<file path="src/rtl/bcd_pkg.sv">
// rtl/bcd_pkg.sv - shared FSM encoding and constants for the bcd conversion scheduler
package bcd_pkg;

  typedef enum logic [2:0] {
    ST_IDLE   = 3'd0,
    ST_GRANT  = 3'd1,
    ST_LAUNCH = 3'd2,
    ST_WAIT   = 3'd3,
    ST_STORE  = 3'd4
  } state_t;

  localparam int MAXV_DEF = 9999;
  localparam int DIGW     = 4;

endpackage

</file>
<file path="src/rtl/rr_arbiter.sv">
// rtl/rr_arbiter.sv - combinational round-robin select: first request at or after ptr
module rr_arbiter #(
  parameter int NREQ = 3,
  parameter int PW   = 2
) (
  input  logic [NREQ-1:0] req,
  input  logic [PW-1:0]   ptr,
  output logic [NREQ-1:0] gnt,
  output logic [PW-1:0]   idx,
  output logic            any
);

  always_comb begin
    int c;
    c   = 0;
    gnt = '0;
    idx = '0;
    any = 1'b0;
    for (int k = 0; k < NREQ; k++) begin
      c = (int'(ptr) + k) % NREQ;
      if (!any && req[c]) begin
        any    = 1'b1;
        gnt[c] = 1'b1;
        idx    = PW'(c);
      end
    end
  end

endmodule

</file>
<file path="src/rtl/bcd_conv_sched.sv">
// rtl/bcd_conv_sched.sv - shares one bin2bcd converter between NREQ channels with clamp and timeout
module bcd_conv_sched
  import bcd_pkg::*;
#(
  parameter int NREQ    = 3,
  parameter int DW      = 14,
  parameter int TIMEOUT = 64,
  parameter int MAXV    = MAXV_DEF
) (
  input  logic                 clkin,
  input  logic                 reset,
  input  logic [NREQ-1:0]      req,
  input  logic [NREQ*DW-1:0]   req_data,
  output logic [NREQ-1:0]      ack,
  output logic [NREQ*16-1:0]   res_bcd,
  output logic [NREQ-1:0]      res_valid,
  output logic [NREQ-1:0]      res_ovf,
  output logic [NREQ-1:0]      res_err,
  output logic [DW-1:0]        cnv_data,
  output logic                 cnv_enable,
  input  logic [DIGW-1:0]      cnv_tho,
  input  logic [DIGW-1:0]      cnv_hun,
  input  logic [DIGW-1:0]      cnv_ten,
  input  logic [DIGW-1:0]      cnv_uni,
  input  logic                 cnv_done,
  output logic                 busy
);

  localparam int              PW       = $clog2(NREQ);
  localparam int              CW       = $clog2(TIMEOUT + 1);
  localparam logic [DW-1:0]   MAXV_W   = DW'(MAXV);
  localparam logic [CW-1:0]   CNT_LAST = CW'(TIMEOUT - 1);
  localparam logic [PW-1:0]   PTR_LAST = PW'(NREQ - 1);

  state_t            state, state_n;
  logic [PW-1:0]     ptr, gidx, arb_idx;
  logic [NREQ-1:0]   arb_gnt;
  logic              arb_any;
  logic [CW-1:0]     cnt;
  logic              done_q, ovf_q;
  logic              done_rise, cnt_expired;
  logic [DW-1:0]     op;
  logic              op_ovf;

  rr_arbiter #(.NREQ(NREQ), .PW(PW)) u_arb (
    .req (req),
    .ptr (ptr),
    .gnt (arb_gnt),
    .idx (arb_idx),
    .any (arb_any)
  );

  assign op          = req_data[int'(arb_idx)*DW +: DW];
  assign op_ovf      = op > MAXV_W;
  // only a fresh edge completes; a done level left from the last conversion is ignored
  assign done_rise   = cnv_done & ~done_q;
  assign cnt_expired = cnt == CNT_LAST;

  always_ff @(posedge clkin or negedge reset) begin
    if (!reset) state <= ST_IDLE;
    else        state <= state_n;
  end

  always_comb begin
    state_n = state;
    case (state)
      ST_IDLE:   if (arb_any) state_n = ST_GRANT;
      ST_GRANT:  state_n = ST_LAUNCH;
      ST_LAUNCH: state_n = ST_WAIT;
      ST_WAIT: begin
        if (done_rise)        state_n = ST_STORE;
        else if (cnt_expired) state_n = ST_IDLE;
      end
      ST_STORE:  state_n = ST_IDLE;
      default:   state_n = ST_IDLE;
    endcase
  end

  // grant bookkeeping is registered on the edge entering GRANT so ack is visible there
  always_ff @(posedge clkin or negedge reset) begin
    if (!reset) begin
      ptr        <= '0;
      gidx       <= '0;
      cnt        <= '0;
      done_q     <= 1'b0;
      ovf_q      <= 1'b0;
      ack        <= '0;
      res_bcd    <= '0;
      res_valid  <= '0;
      res_ovf    <= '0;
      res_err    <= '0;
      cnv_data   <= '0;
      cnv_enable <= 1'b0;
      busy       <= 1'b0;
    end else begin
      ack        <= '0;
      cnv_enable <= (state_n == ST_LAUNCH);
      busy       <= (state_n != ST_IDLE);
      done_q     <= cnv_done;
      case (state)
        ST_IDLE: begin
          if (arb_any) begin
            ack                <= arb_gnt;
            gidx               <= arb_idx;
            cnv_data           <= op_ovf ? MAXV_W : op;
            ovf_q              <= op_ovf;
            res_valid[arb_idx] <= 1'b0;
            res_err[arb_idx]   <= 1'b0;
            ptr                <= (arb_idx == PTR_LAST) ? '0 : arb_idx + 1'b1;
          end
        end
        ST_LAUNCH: cnt <= '0;
        ST_WAIT: begin
          if (!done_rise) begin
            if (cnt_expired) begin
              res_err[gidx]   <= 1'b1;
              res_valid[gidx] <= 1'b1;
            end else begin
              cnt <= cnt + 1'b1;
            end
          end
        end
        ST_STORE: begin
          res_bcd[int'(gidx)*16 +: 16] <= {cnv_tho, cnv_hun, cnv_ten, cnv_uni};
          res_valid[gidx]              <= 1'b1;
          res_ovf[gidx]                <= ovf_q;
        end
        default: ;
      endcase
    end
  end

endmodule

</file>
<file path="config.mk">
export PLATFORM = sky130hd
export DESIGN_NAME = bcd_conv_sched
export DESIGN_NICKNAME = d
export VERILOG_FILES = /design/src/rtl/bcd_pkg.sv /design/src/rtl/rr_arbiter.sv /design/src/rtl/bcd_conv_sched.sv
export SDC_FILE = /design/constraint.sdc
export NUM_CORES = 1
export LEC_CHECK = 0
export CAP_MARGIN = 20
export CELL_PAD_IN_SITES_DETAIL_PLACEMENT = 1
export CELL_PAD_IN_SITES_GLOBAL_PLACEMENT = 2
export CORE_AREA = 2 2 129 131
export DETAILED_ROUTE_END_ITERATION = 10
export DIE_AREA = 0 0 131 133
export GPL_ROUTABILITY_DRIVEN = 1
export MAX_ROUTING_LAYER = met4
export PLACE_DENSITY = 0.79
export SLEW_MARGIN = 10
export SYNTH_ARGS = -nofsm -noshare
export SYNTH_HDL_FRONTEND = slang
export SYNTH_SLANG_ARGS = --single-unit
</file>
<file path="constraint.sdc">
create_clock -name clkin -period 3.7 [get_ports clkin]
set_input_delay 1.11 -clock clkin [delete_from_list [all_inputs] [get_ports clkin]]
set_output_delay 1.11 -clock clkin [all_outputs]
set_load 0.02 [all_outputs]
</file>
# Yosys cells after proc, flatten, opt, wreduce, memory -nomap -nowiden
# Index checks and enable logic that the tools add are counted.
dict set report op_classes {
  addsub 5
  multipliers 1
  n_div 3
  n_lt_le_gt_ge 11
  eq_ne 11
  shifts 3
  n_mux 49
  bitwise 9
  n_reduce_logical 18
}
# cell n
set ops {}
lappend ops {{$ge 32x1->1 const B} 3}
lappend ops {{$lt 32x4->1 const B} 3}
lappend ops {{$mod 32x3->32 const B} 2}
lappend ops {{$bwmux 48} 1}
lappend ops {{$shift 16x33->48 const A} 1}
lappend ops {{$shiftx 16x33->48} 1}
lappend ops {{$mux 3} 14}
lappend ops {{$shiftx 42x7->14} 1}
lappend ops {{$neg 6->33} 1}
lappend ops {{$mod 3x3->32 const B} 1}
lappend ops {{$gt 14x14->1 const B} 1}
lappend ops {{$mux 1} 14}
lappend ops {{$mux 14} 1}
lappend ops {{$mux 7} 2}
lappend ops {{$pmux 7 s2} 1}
lappend ops {{$or 3x3->3} 4}
lappend ops {{$pmux 3 s4} 1}
lappend ops {{$demux 1 s2} 5}
lappend ops {{$eq 3x2->1 const B} 3}
lappend ops {{$pmux 3 s3} 1}
lappend ops {{$mux 2} 4}
lappend ops {{$ne 2x2->1 const B} 4}
lappend ops {{$reduce_and 4->1} 2}
lappend ops {{$add 7x1->7 const B} 1}
lappend ops {{24 further kinds} 38}
dict set report word_totals {
  regBits 92
  in_bits 64
  output_inout_bits 76
  word_cells 124
}

# Longest topological paths before layout
dict set report logic_depth {
  depth_word 19
  mapped_depth 12
  ltp_nobuf 10
}

# Hierarchy
# Synthesis repeated with hierarchy kept, for this count alone.
dict set report unflattened {
  hier_cells 485
  area_unflattened_um2 4515.6
}
# module n_inst cells_per_inst area_each_um2 seq_area_each_um2
set modules_own_cells {}
lappend modules_own_cells {bcd_conv_sched 1 433 4134.0 2302.2}
lappend modules_own_cells {rr_arbiter 1 52 381.6 0.0}

# Worst setup path before layout
# OpenSTA, ideal clock, no wires.
dict set report synth_path {
  path_kind {in2reg}
  startpoint {input req[2]}
  endpoint {register cnv_data[0]}
  setup_time_ns 0.065
  t_arrival_ns 2.969
  t_required_ns 3.635
  path_slack_ns 0.665
  cell_stages 9
  n_path_buf 1
  cell_sequence {nand3b_1 -> o221ai_1 -> o22a_1 -> buf_2 -> o221ai_1 -> a22oi_2 -> nand4_2 -> o311ai_2 -> o22a_1}
}
dict set report synth_between {
  elab_chain_len 14
  word_cells_on_any_way 24
  cone_classes {mul: 1; order compare: 1; shift: 1; mux: 16; reduce/logical: 5}
}
# element line
set synth_rtl {}
lappend synth_rtl {{from (decl)} bcd_conv_sched.sv:12} ;# input logic [NREQ-1:0] req,
lappend synth_rtl {{$bmux 1 s2} rr_arbiter.sv:21} ;# if (!any && req[c]) begin
lappend synth_rtl {{$mux 1 (implied by the code) (2 in a row)} rr_arbiter.sv:21}
lappend synth_rtl {{$mux 1} rr_arbiter.sv:21}
lappend synth_rtl {{$logic_not 1->1} rr_arbiter.sv:21}
lappend synth_rtl {{$logic_and 1x1->1} rr_arbiter.sv:21}
lappend synth_rtl {{$mux 1} rr_arbiter.sv:21}
lappend synth_rtl {{$logic_not 1->1} rr_arbiter.sv:21}
lappend synth_rtl {{$logic_and 1x1->1} rr_arbiter.sv:21}
lappend synth_rtl {{$mux 2} rr_arbiter.sv:21}
lappend synth_rtl {{$mul 2x3->5} bcd_conv_sched.sv:53} ;# assign op = req_data[int'(arb_idx)*DW +: DW];
lappend synth_rtl {{$shiftx 42x7->14} bcd_conv_sched.sv:53}
lappend synth_rtl {{$gt 14x14->1} bcd_conv_sched.sv:54} ;# assign op_ovf = op > MAXV_W;
lappend synth_rtl {{$mux 14} bcd_conv_sched.sv:105} ;# cnv_data <= op_ovf ? MAXV_W : op;
lappend synth_rtl {{to (signal assigned)} bcd_conv_sched.sv:105}
lappend synth_rtl {{to (decl)} bcd_conv_sched.sv:19} ;# output logic [DW-1:0] cnv_data,
# Parallel ways exist; a longest one is shown, timed or not. The select of a mux whose other input is x is not followed.
# A chain may end at the register's enable or synchronous reset.

# Worst setup path after layout
dict set report layout_path {
  startpoint {input req[2]}
  endpoint {register cnv_data[3]}
}
# The elaborated chain is that of the path after synthesis.

==> impl_summary.log <==
INFO  metric status = finished clean
INFO  metric postCtsSetupBuffers = 0
INFO  metric area_of_the_placeable_core = 0.0162 mm^2
INFO  metric via_count_of_the_first_global_routing_pass = 4364
INFO  metric yosys.cell_types.count = 55
INFO  metric rows = 47
INFO  metric yosysTopAreaCellShare = 51.9%
INFO  metric postSynthNetCount = 545
INFO  metric cts-root-buf = sky130_fd_sc_hd__clkbuf_16
INFO  metric arrival = 3860 ps
INFO  metric timing.hold.worst.class = reg -> reg
INFO  metric end_kind = flop
INFO  metric register_area = 0.00230 mm^2
INFO  metric final_total_pwr = 0.00573 W
INFO  metric antenna_found_initial = 0
INFO  metric diodes = 0
INFO  metric ys_warn_count = 0
INFO  metric io_pins = 140
INFO  metric synth-main-ff-cell = sky130_fd_sc_hd__dfrtp_1
INFO  metric grt_start_max_net_pins = 54
INFO  metric fp.dieArea = 0.0174 mm^2
INFO  metric holdBufCountCts = 0
INFO  metric async_sr_flop_fraction = 100%
INFO  metric clk_pin_slew = 60 ps
INFO  metric floorplan.initialDensity = 27.4%
INFO  metric cts.sinks = 92
INFO  metric start_kind = input port
INFO  metric groute.usage.overall = 17.6%
INFO  metric detail_route.wirelength = 14600 um
INFO  metric width_of_the_chip = 131 um
INFO  metric netlist_area = 0.00444 mm^2
INFO  metric critical_path.max_stage_delay = 570 ps
INFO  metric route.vias.total = 4033
INFO  metric seq_area_frac_synth = 51.9%
INFO  metric drc = 0
INFO  metric global_route_wire_length_before_repair = 23000 um
INFO  metric routabilityCongestion = 0.813
INFO  metric detail_route.wl_per_cell = 17.2 um
INFO  metric crit_fanout = 6
INFO  metric avgViaCountPerCell = 4.74
INFO  metric power.static_leakage = 2.81 nW
INFO  metric gr-total-overflow = 0
INFO  metric setup_violations = 0
INFO  metric post_cts_resized = 0
INFO  metric finalMaxSlewViolations = 0
INFO  metric crit_type = in -> reg
INFO  metric timing.max_slew.rel_slack = 32.5%
INFO  metric pwr_density_cell = 874 mW/mm^2
INFO  metric total_cts_buffers = 9
INFO  metric drt-pass1-iter-count = 4
INFO  metric place.detailed.hpwl = 11200 um
INFO  metric netlist_top_cells_area = sky130_fd_sc_hd__dfrtp_1 (52%), sky130_fd_sc_hd__nand2_1 (11%), sky130_fd_sc_hd__o21ai_0 (7.3%)
INFO  metric first_iteration_detailed_routing_drc_count = 164
INFO  metric number_of_port_buffers = 139
INFO  metric ant_nets = 0
INFO  metric clockBufferDepth = 2
INFO  metric hold_violations = 0
INFO  metric num-fill-cells = 1820
INFO  metric synthToLayoutAreaGrowth = 47.9%
INFO  metric cell_type_with_the_highest_aggregate_area_in_the_netlist = sky130_fd_sc_hd__dfrtp_1
INFO  metric synth_seq_cells = 92
INFO  metric post_synth.cell_area_avg = 9.44 um^2
INFO  metric synth_cells = 470
INFO  metric cpLargestDelayFamily = compound AO/OA/AOI/OAI gates
INFO  metric fin_worst_skew = 8.62 ps
INFO  metric path_cells = clkdlybuf4s50_1 > nand3b_1 > buf_4 > a31o_2 > or3_1 > a22oi_2 > nand4_2 > o311ai_4 > o22a_1
INFO  metric timing.hold.ws = 478 ps
INFO  metric cts_htree_levels = 3
INFO  metric timing.critical_path.slowest_stage_cell = sky130_fd_sc_hd__clkdlybuf4s50_1
INFO  metric chipHeight = 133 um
INFO  metric worst_pin_slew = 1010 ps
INFO  metric clk_latency = 340 ps
INFO  metric nNetsFinal = 700
INFO  metric tritoncts = done
INFO  metric timing.final.crit_period = 3580 ps
INFO  metric path_buf_inv = 2
INFO  metric max-vdd-ir-drop = 0.354 mV
INFO  metric cap_viol_max_count = 0
INFO  metric synth_edf_count = 0
INFO  metric multi_input_comb_area = 0.00206 mm^2
INFO  metric finalCritPeriodShare = 96.8%
INFO  metric required_time_of_the_critical_path = 3980 ps
INFO  metric ratio_of_cells_with_drive_above_1_in_the_final_layout = 10.8%
INFO  metric fmax = 279 MHz
[worst paths after layout]
kind                        startpoint           to  slack [ps]  cells past startpoint
setup / recovery                req[2]  cnv_data[3]         120                      9
hold / removal             res_bcd[44]  res_bcd[44]         480                      2
setup reg to reg                ptr[1]  cnv_data[3]         370                     11
hold reg to reg            res_bcd[44]  res_bcd[44]         480                      2
max in group asynchronous        reset      gidx[1]        2260                      2
min in group asynchronous        reset  res_bcd[47]         750                      1
[Yosys cell counts (6+ instances only)]
library cell               number
sky130_fd_sc_hd__ha_1          11
sky130_fd_sc_hd__o21ai_0       65
sky130_fd_sc_hd__o22a_1         8
sky130_fd_sc_hd__mux2i_1       14
sky130_fd_sc_hd__a21oi_1       15
sky130_fd_sc_hd__nand3_1        6
sky130_fd_sc_hd__dfrtp_1       92
sky130_fd_sc_hd__clkbuf_1      18
sky130_fd_sc_hd__nor2_1        21
sky130_fd_sc_hd__inv_1          6
sky130_fd_sc_hd__nand2_1      126
[per-stage QoR]
| stage | cell area, um^2 | cells | TNS [ps] | worst slack, ps | util [%] |
|---|---|---|---|---|---|
| after floorplan | 4440 | 470 | 0 | 665 | - |
| after global placement | 6220 | 833 | -612 | -136 | 38.5 |
| after detailed placement | 6220 | 833 | -2460 | -339 | 38.5 |
| after CTS | 6520 | 849 | 0 | 22.7 | 40.3 |
| after global routing | 6560 | 850 | -196 | -42.8 | 40.6 |
| final | 6560 | 850 | 0 | 120 | 40.6 |
[area by class of cell]
class	instances	area share (%)
timing repair buffer	167	24.6
clock inverter	7	1.03
tap	220	4.19
sequential	92	35.1
inverter	6	0.343
clock buffer	9	3.43
multi-input combinational	349	31.4
[sequential cells by signal, summed over array words and instances (netlist names)]
signal      count
res_ovf         3
gidx            2
cnv_data       14
res_valid       3
done_q          1
res_err         3
ovf_q           1
state           3
res_bcd        48
cnv_enable      1
cnt             7
busy            1
ack             3
ptr             2
[power by group]
part           switching, W  internal, W  total, W
Sequential         0.000243      0.00138   0.00163
Clock              0.000403     0.000522  0.000924
Combinational       0.00175      0.00144   0.00318
[worst reg2reg max path, stage by stage, from the launching register on]
cell and delay [ps]:
sky130_fd_sc_hd__dfrtp_1 420, sky130_fd_sc_hd__inv_1 90, sky130_fd_sc_hd__ha_1 420, sky130_fd_sc_hd__mux2i_1 400, sky130_fd_sc_hd__mux2_2 250, sky130_fd_sc_hd__nor3b_4 290, sky130_fd_sc_hd__buf_4 170, sky130_fd_sc_hd__o221ai_1 180
sky130_fd_sc_hd__a22oi_2 290, sky130_fd_sc_hd__nand4_2 170, sky130_fd_sc_hd__o311ai_4 370, sky130_fd_sc_hd__o22a_1 200
[cells by family after synthesis]
logic type	synth area share (%)
AND/OR/NAND/NOR	19.3
AO/OA/AOI/OAI	17.6
flip-flops	51.9
buffers and inverters	2.99
multiplexers	4.43
adder cells (fa/ha/maj)	3.10
XOR/XNOR	0.790
[placed cells by master, fill, tap and decap left out, types with 2 or more instances in the layout]
cell                              count
sky130_fd_sc_hd__a21oi_1             14
sky130_fd_sc_hd__and2_1               3
sky130_fd_sc_hd__buf_4               28
sky130_fd_sc_hd__clkbuf_16            9
sky130_fd_sc_hd__clkdlybuf4s50_1    138
sky130_fd_sc_hd__clkinv_2             4
sky130_fd_sc_hd__clkinv_4             2
sky130_fd_sc_hd__dfrtp_1             92
sky130_fd_sc_hd__ha_1                11
sky130_fd_sc_hd__inv_1                6
sky130_fd_sc_hd__mux2_2               5
sky130_fd_sc_hd__mux2i_1             14
sky130_fd_sc_hd__nand2_1            126
sky130_fd_sc_hd__nand2b_1             3
sky130_fd_sc_hd__nand3_1              6
sky130_fd_sc_hd__nand3b_1             5
sky130_fd_sc_hd__nor2_1              21
sky130_fd_sc_hd__nor2b_1              3
sky130_fd_sc_hd__nor3_1               4
sky130_fd_sc_hd__nor3b_1              2
sky130_fd_sc_hd__nor3b_2              3
sky130_fd_sc_hd__o21a_1               5
sky130_fd_sc_hd__o21ai_0             65
sky130_fd_sc_hd__o21bai_1             2
sky130_fd_sc_hd__o221ai_1             4
sky130_fd_sc_hd__o22a_1               7
sky130_fd_sc_hd__o2bb2ai_1            3
sky130_fd_sc_hd__o31ai_1              2
sky130_fd_sc_hd__o41ai_1              2
sky130_fd_sc_hd__or2_2                3
sky130_fd_sc_hd__or3_1                4
sky130_fd_sc_hd__xor2_1               3
[routing by layer]
metal	routed length (um)	track usage, %	vias up
met3	903	4.04	19
li1	-	-	1937
met1	6490	22.2	1940
met5	0	-	-
met4	286	5.56	0
met2	6930	27.9	137
No activity file was read; power rests on OpenSTA's default activity.
